--- src/rtl/fb_pkg.sv ---
// Shared types and default sizes for the framebuffer double-buffer controller.
package fb_pkg;

    typedef enum logic {
        IDLE,
        CLEAR
    } ctrl_state_t;

    localparam int FB_ADDR_W = 15;
    localparam int FB_DATA_W = 8;
    localparam int FB_WORDS  = 32768;

endpackage

--- src/rtl/fb_clear_engine.sv ---
// Back-buffer clear engine: walks addresses 0..CLEAR_WORDS-1 with a captured fill value,
// holding position for any cycle the write port is taken by the CPU.
module fb_clear_engine
    import fb_pkg::*;
#(
    parameter int ADDR_W      = FB_ADDR_W,
    parameter int DATA_W      = FB_DATA_W,
    parameter int CLEAR_WORDS = FB_WORDS
) (
    input  logic              Clock,
    input  logic              Reset_n,
    input  logic              start,
    input  logic              active,
    input  logic              stall,
    input  logic [DATA_W-1:0] start_value,
    output logic [ADDR_W-1:0] clear_addr,
    output logic [DATA_W-1:0] clear_value,
    output logic              clear_last
);

    localparam logic [ADDR_W-1:0] LAST_ADDR = ADDR_W'(CLEAR_WORDS - 1);

    logic [ADDR_W-1:0] count;

    always_ff @(posedge Clock or negedge Reset_n) begin
        if (!Reset_n) begin
            count       <= '0;
            clear_value <= '0;
        end else if (start) begin
            count       <= '0;
            clear_value <= start_value;
        end else if (active && !stall) begin
            count <= clear_last ? '0 : count + 1'b1;
        end
    end

    assign clear_addr = count;
    assign clear_last = (count == LAST_ADDR);

endmodule

--- src/rtl/fb_flip_ctrl.sv ---
// Double-buffer sequencer: tear-free flips on VBlank rise, hardware back-buffer clear
// sharing the write port with CPU writes (CPU first), and a latched VBlank NMI.
module fb_flip_ctrl
    import fb_pkg::*;
#(
    parameter int ADDR_W      = FB_ADDR_W,
    parameter int DATA_W      = FB_DATA_W,
    parameter int CLEAR_WORDS = FB_WORDS
) (
    input  logic              Clock,
    input  logic              Reset_n,
    input  logic              VBlank,
    input  logic              CpuWrite,
    input  logic [ADDR_W-1:0] CpuAddr,
    input  logic [DATA_W-1:0] CpuData,
    input  logic              FlipReq,
    input  logic              ClearReq,
    input  logic [DATA_W-1:0] ClearValue,
    input  logic              NmiEnable,
    input  logic              NmiAck,
    output logic              WriteMem,
    output logic [ADDR_W-1:0] MemAddr,
    output logic [DATA_W-1:0] MemData,
    output logic              BufSel,
    output logic              Busy,
    output logic              FlipPending,
    output logic              FlipDone,
    output logic              NMI_n
);

    ctrl_state_t state, next_state;

    logic              start_clear;
    logic              clear_active;
    logic [ADDR_W-1:0] clear_addr;
    logic [DATA_W-1:0] clear_value;
    logic              clear_last;
    logic              vblank_q;
    logic              vbl_rise;
    logic              flip_now;

    fb_clear_engine #(
        .ADDR_W     (ADDR_W),
        .DATA_W     (DATA_W),
        .CLEAR_WORDS(CLEAR_WORDS)
    ) u_clear (
        .Clock      (Clock),
        .Reset_n    (Reset_n),
        .start      (start_clear),
        .active     (clear_active),
        .stall      (CpuWrite),
        .start_value(ClearValue),
        .clear_addr (clear_addr),
        .clear_value(clear_value),
        .clear_last (clear_last)
    );

    always_ff @(posedge Clock or negedge Reset_n) begin
        if (!Reset_n) state <= IDLE;
        else          state <= next_state;
    end

    // The clear ends on the edge that actually issues its final write, so a CPU stall
    // on that cycle keeps us in CLEAR for one more edge.
    always_comb begin
        next_state = state;
        case (state)
            IDLE:    if (ClearReq) next_state = CLEAR;
            CLEAR:   if (!CpuWrite && clear_last) next_state = IDLE;
            default: next_state = IDLE;
        endcase
    end

    always_comb begin
        start_clear  = 1'b0;
        clear_active = 1'b0;
        Busy         = 1'b0;
        case (state)
            IDLE:  start_clear = ClearReq;
            CLEAR: begin
                clear_active = 1'b1;
                Busy         = 1'b1;
            end
            default: ;
        endcase
    end

    always_ff @(posedge Clock or negedge Reset_n) begin
        if (!Reset_n) begin
            WriteMem <= 1'b0;
            MemAddr  <= '0;
            MemData  <= '0;
        end else if (CpuWrite) begin
            WriteMem <= 1'b1;
            MemAddr  <= CpuAddr;
            MemData  <= CpuData;
        end else if (clear_active) begin
            WriteMem <= 1'b1;
            MemAddr  <= clear_addr;
            MemData  <= clear_value;
        end else begin
            WriteMem <= 1'b0;
        end
    end

    assign vbl_rise = VBlank & ~vblank_q;
    assign flip_now = vbl_rise & FlipPending & ~Busy;

    // A request only becomes pending after its edge, so it can never flip on that same rise.
    always_ff @(posedge Clock or negedge Reset_n) begin
        if (!Reset_n) begin
            vblank_q    <= 1'b0;
            BufSel      <= 1'b0;
            FlipPending <= 1'b0;
            FlipDone    <= 1'b0;
            NMI_n       <= 1'b1;
        end else begin
            vblank_q <= VBlank;
            FlipDone <= flip_now;
            if (flip_now) begin
                BufSel      <= ~BufSel;
                FlipPending <= 1'b0;
            end else if (FlipReq) begin
                FlipPending <= 1'b1;
            end
            if (vbl_rise && NmiEnable) NMI_n <= 1'b0;
            else if (NmiAck)           NMI_n <= 1'b1;
        end
    end

endmodule
--- config.mk ---
export PLATFORM = sky130hd
export DESIGN_NAME = fb_flip_ctrl
export DESIGN_NICKNAME = d
export VERILOG_FILES = /design/src/rtl/fb_pkg.sv /design/src/rtl/fb_clear_engine.sv /design/src/rtl/fb_flip_ctrl.sv
export SDC_FILE = /design/constraint.sdc
export NUM_CORES = 1
export LEC_CHECK = 0
export CORE_MARGIN = 2
export CORE_UTILIZATION = 51
export CTS_CLUSTER_DIAMETER = 40
export DETAILED_ROUTE_END_ITERATION = 8
export MAX_ROUTING_LAYER = met4
export PLACE_DENSITY = 0.84
export SYNTH_ARGS = -nofsm -noshare
export SYNTH_HDL_FRONTEND = slang
export SYNTH_SLANG_ARGS = --single-unit
--- constraint.sdc ---
create_clock -name Clock -period 3.69 [get_ports Clock]
set_input_delay 0.738 -clock Clock [delete_from_list [all_inputs] [get_ports Clock]]
set_output_delay 0.738 -clock Clock [all_outputs]
set_load 0.05 [all_outputs]
==> results by group <==
Placement
  • I/O Buffers: 67
  • DP HPWL: 3.95 mm
  • Gpl congestion: approximately 0.92

Drt
  • Post-route DRC violation count: 0
  • Initial DRC Count: roughly 220
  • DR WL/cell: 16.3 microns
  • Final WL: around 5.7 mm
  • DRT Pass-1 Iters: 4
  • Detailed-route via count: ~2000
  • Detail Route Antenna Nets: 0
  • Vias per cell: around 5.7

Timing
  • Pins over their slew limit: 0
  • Final setup TNS: 0 ns
  • Period utilization: 0.646
  • Final setup violation count: 0
  • Final Hold Fails: 0
  • Fmax: about 420 MHz
  • RSZ-0062 raised after global routing: no
  • Measured slew at the worst slew-check pin: around 0.95 ns
  • Relative max-transition margin: 0.363
  • Clock Skews: about 0.0097 ns
  • Minimum clock period: 2.39 ns

Worst setup path
  • Top delay family on crit path: buffers and inverters
  • WS Path Type: reg2out
  • Startpoint types: flip-flop
  • CP endpoint kind: output pin
  • Arr. time, crit path: 1.65 ns
  • Critical-path cell list: clkdlybuf4s50_1
  • Reg2Reg Setup Slack: between 1.5 and 2 ns
  • Req. time, crit path: between 2 and 3 ns
  • Critical Path Fanout Max: 2
  • Slowest cell on crit path: clkdlybuf4s50_1
  • CP max stage delay: 0.80 ns
  • CP bufs+invs: 1

Clock tree
  • Cts hold-fix bufs: 0
  • CTS H-tree depth: 2
  • CTS tree: yes
  • Clock transition at the registers of the reported paths: 0.10 ns
  • Postcts setup bufs: 0
  • CTS Buf Count: 5
  • CTS Buffer Depth: 2
  • CTS sink cnt: 53
  • Post_cts resized: 0
  • Worst skew pair latency: roughly 0.3 ns
  • CTS Root Buffer Type: clkbuf_8

Yosys
  • Post-synth EDFFs: 0
  • Cells after synthesis: approximately 230
  • Avg Inst Size Synth: between 10 and 15 sq um
  • Synth warnings: 0
  • Seq/Total Area, Yosys: 0.540
  • Synth Flop Type: dfrtp_1
  • Ys async rst share: 1.00
  • Post-synthesis cell area: between 2000 and 2500 sq um
  • Synth cell types: 42
  • Synth Register Bits: between 50 and 60
  • Syn Nets: ~270

Floorplan
  • Initial Util: 0.523
  • I/O Pins: around 70
  • DIE HEIGHT: about 73 microns
  • Die W: 73.4 microns
  • Core area: 4690 sq um
  • Row count: 25
  • Die area: about 5400 sq um

Finish
  • Layout cell share with drive strength beyond 1: 0.104
  • Synthesis-to-finish area growth: 32.7%
  • Antenna fix cells: 0
  • Most frequent cells in the layout: clkdlybuf4s50_1, dfrtp_1, o21ai_0, nand2_1, mux2i_1
  • # nets final: about 340
  • Commonest non-fill, non-tap cell in the layout: clkdlybuf4s50_1

GRT
  • Pin count of the biggest net entering global routing: between 40 and 50
  • First-pass GRT wire length: roughly 9.6 mm
  • All-layer global routing usage: 0.240
  • Gr ovfl total: 0
  • Initial antenna violation count: 0
  • Vias in the first global route: 2029

Power and ir drop
  • Power Total: between 1 and 1.5 mW
  • Worst VDD drop: ~0.00021 V
  • Leak: 1.50 nW
  • Pwr Density: 414 nW/um^2

Worst hold path
  • Worst hold path type: reg2reg

Job
  • Max_cap viols: 0

Outcome
  • Status: complete, no violations
metrics by stage:
stage / utilization / hold slack, ns / setup slack, ns / cell area, sq um / std cells
after CTS: 0.695 / 0.485 / 1.30 / 3260 / 351
after global routing: 0.695 / 0.511 / 1.27 / 3260 / 351
after detailed placement: 0.672 / 0.472 / 1.25 / 3150 / 343
final: 0.695 / 0.483 / 1.30 / 3260 / 351
after floorplan: - / 0.442 / 1.92 / 2460 / 233
after global placement: 0.672 / 0.459 / 1.30 / 3150 / 343
sequential cells by signal, summed over array words and instances (netlist names):
register,count
BufSel,1
FlipDone,1
FlipPending,1
MemAddr,15
MemData,8
NMI_n,1
WriteMem,1
state,1
u_clear.clear_addr,15
u_clear.clear_value,8
vblank_q,1
report_power, final:
| group | switching [mW] | total [mW] | internal (mW) | leakage, nW |
|---|---|---|---|---|
| combinational | 0.165 | 0.282 | 0.117 | 0.780 |
| clock | 0.191 | 0.393 | 0.202 | 0.0552 |
| sequential | 0.0422 | 0.673 | 0.630 | 0.667 |
| total | 0.399 | 1.35 | 0.949 | 1.50 |
per-layer routing:
| layer | global-route usage | wire, microns | share of wire | vias to the layer above |
|---|---|---|---|---|
| li1 | - | - | - | 954 |
| met1 | 0.320 | 2490 | 0.44 | 989 |
| met2 | 0.387 | 2890 | 0.50 | 62 |
| met3 | 0.0384 | 270 | 0.047 | 11 |
| met4 | 0.0586 | 77 | 0.013 | 0 |
| met5 | - | 0 | 0 | - |
cell families after synthesis:
kind of cell	after synthesis	share of synthesized area
and+or+nand+nor	73	0.149
DFF	53	0.541
AOI/OAI and AO/OA	52	0.127
muxes	32	0.135
buffers and inverters	20	0.0367
xor gates and xnor gates	2	0.00713
adders and majority gates	1	0.00509
cell usage after synthesis (all sizes together) (2+ instances only):
master,count,area (sq um)
a22oi,2,15.0
a31oi,4,25.0
a32o,3,30.0
and2,2,12.5
and3,2,12.5
buf,7,41.3
clkbuf,9,33.8
dfrtp,52,1300
inv,4,15.0
mux2,9,101
mux2i,23,230
nand2,31,119
nand2b,2,12.5
nand3,8,45.0
nand4,5,37.5
nor2,11,41.3
nor2b,2,12.5
nor3,3,15.0
nor4,2,12.5
o21ai,34,170
or2,2,12.5
cell type report:
type / instances / area, sq um
multi-input cells: 160 / 1040
repair buffers: 72 / 703
clock buffers: 6 / 72.6
well taps: 54 / 67.6
inverters: 4 / 15.0
fillers: 360 / 1430
flip-flops and latches: 53 / 1330
clock inverters: 2 / 35.0
path summary, 6_finish.rpt:
path / from / endpoint / cells past startpoint
min reg2reg: BufSel / BufSel / 1
min: BufSel / BufSel / 1
max reg2reg: state / u_clear.clear_addr[4] / 6
max in group asynchronous: Reset_n / u_clear.clear_addr[10] / 2
max: NMI_n / NMI_n / 1
min in group asynchronous: Reset_n / u_clear.clear_value[6] / 1
Power figures use the tool's default switching activity.
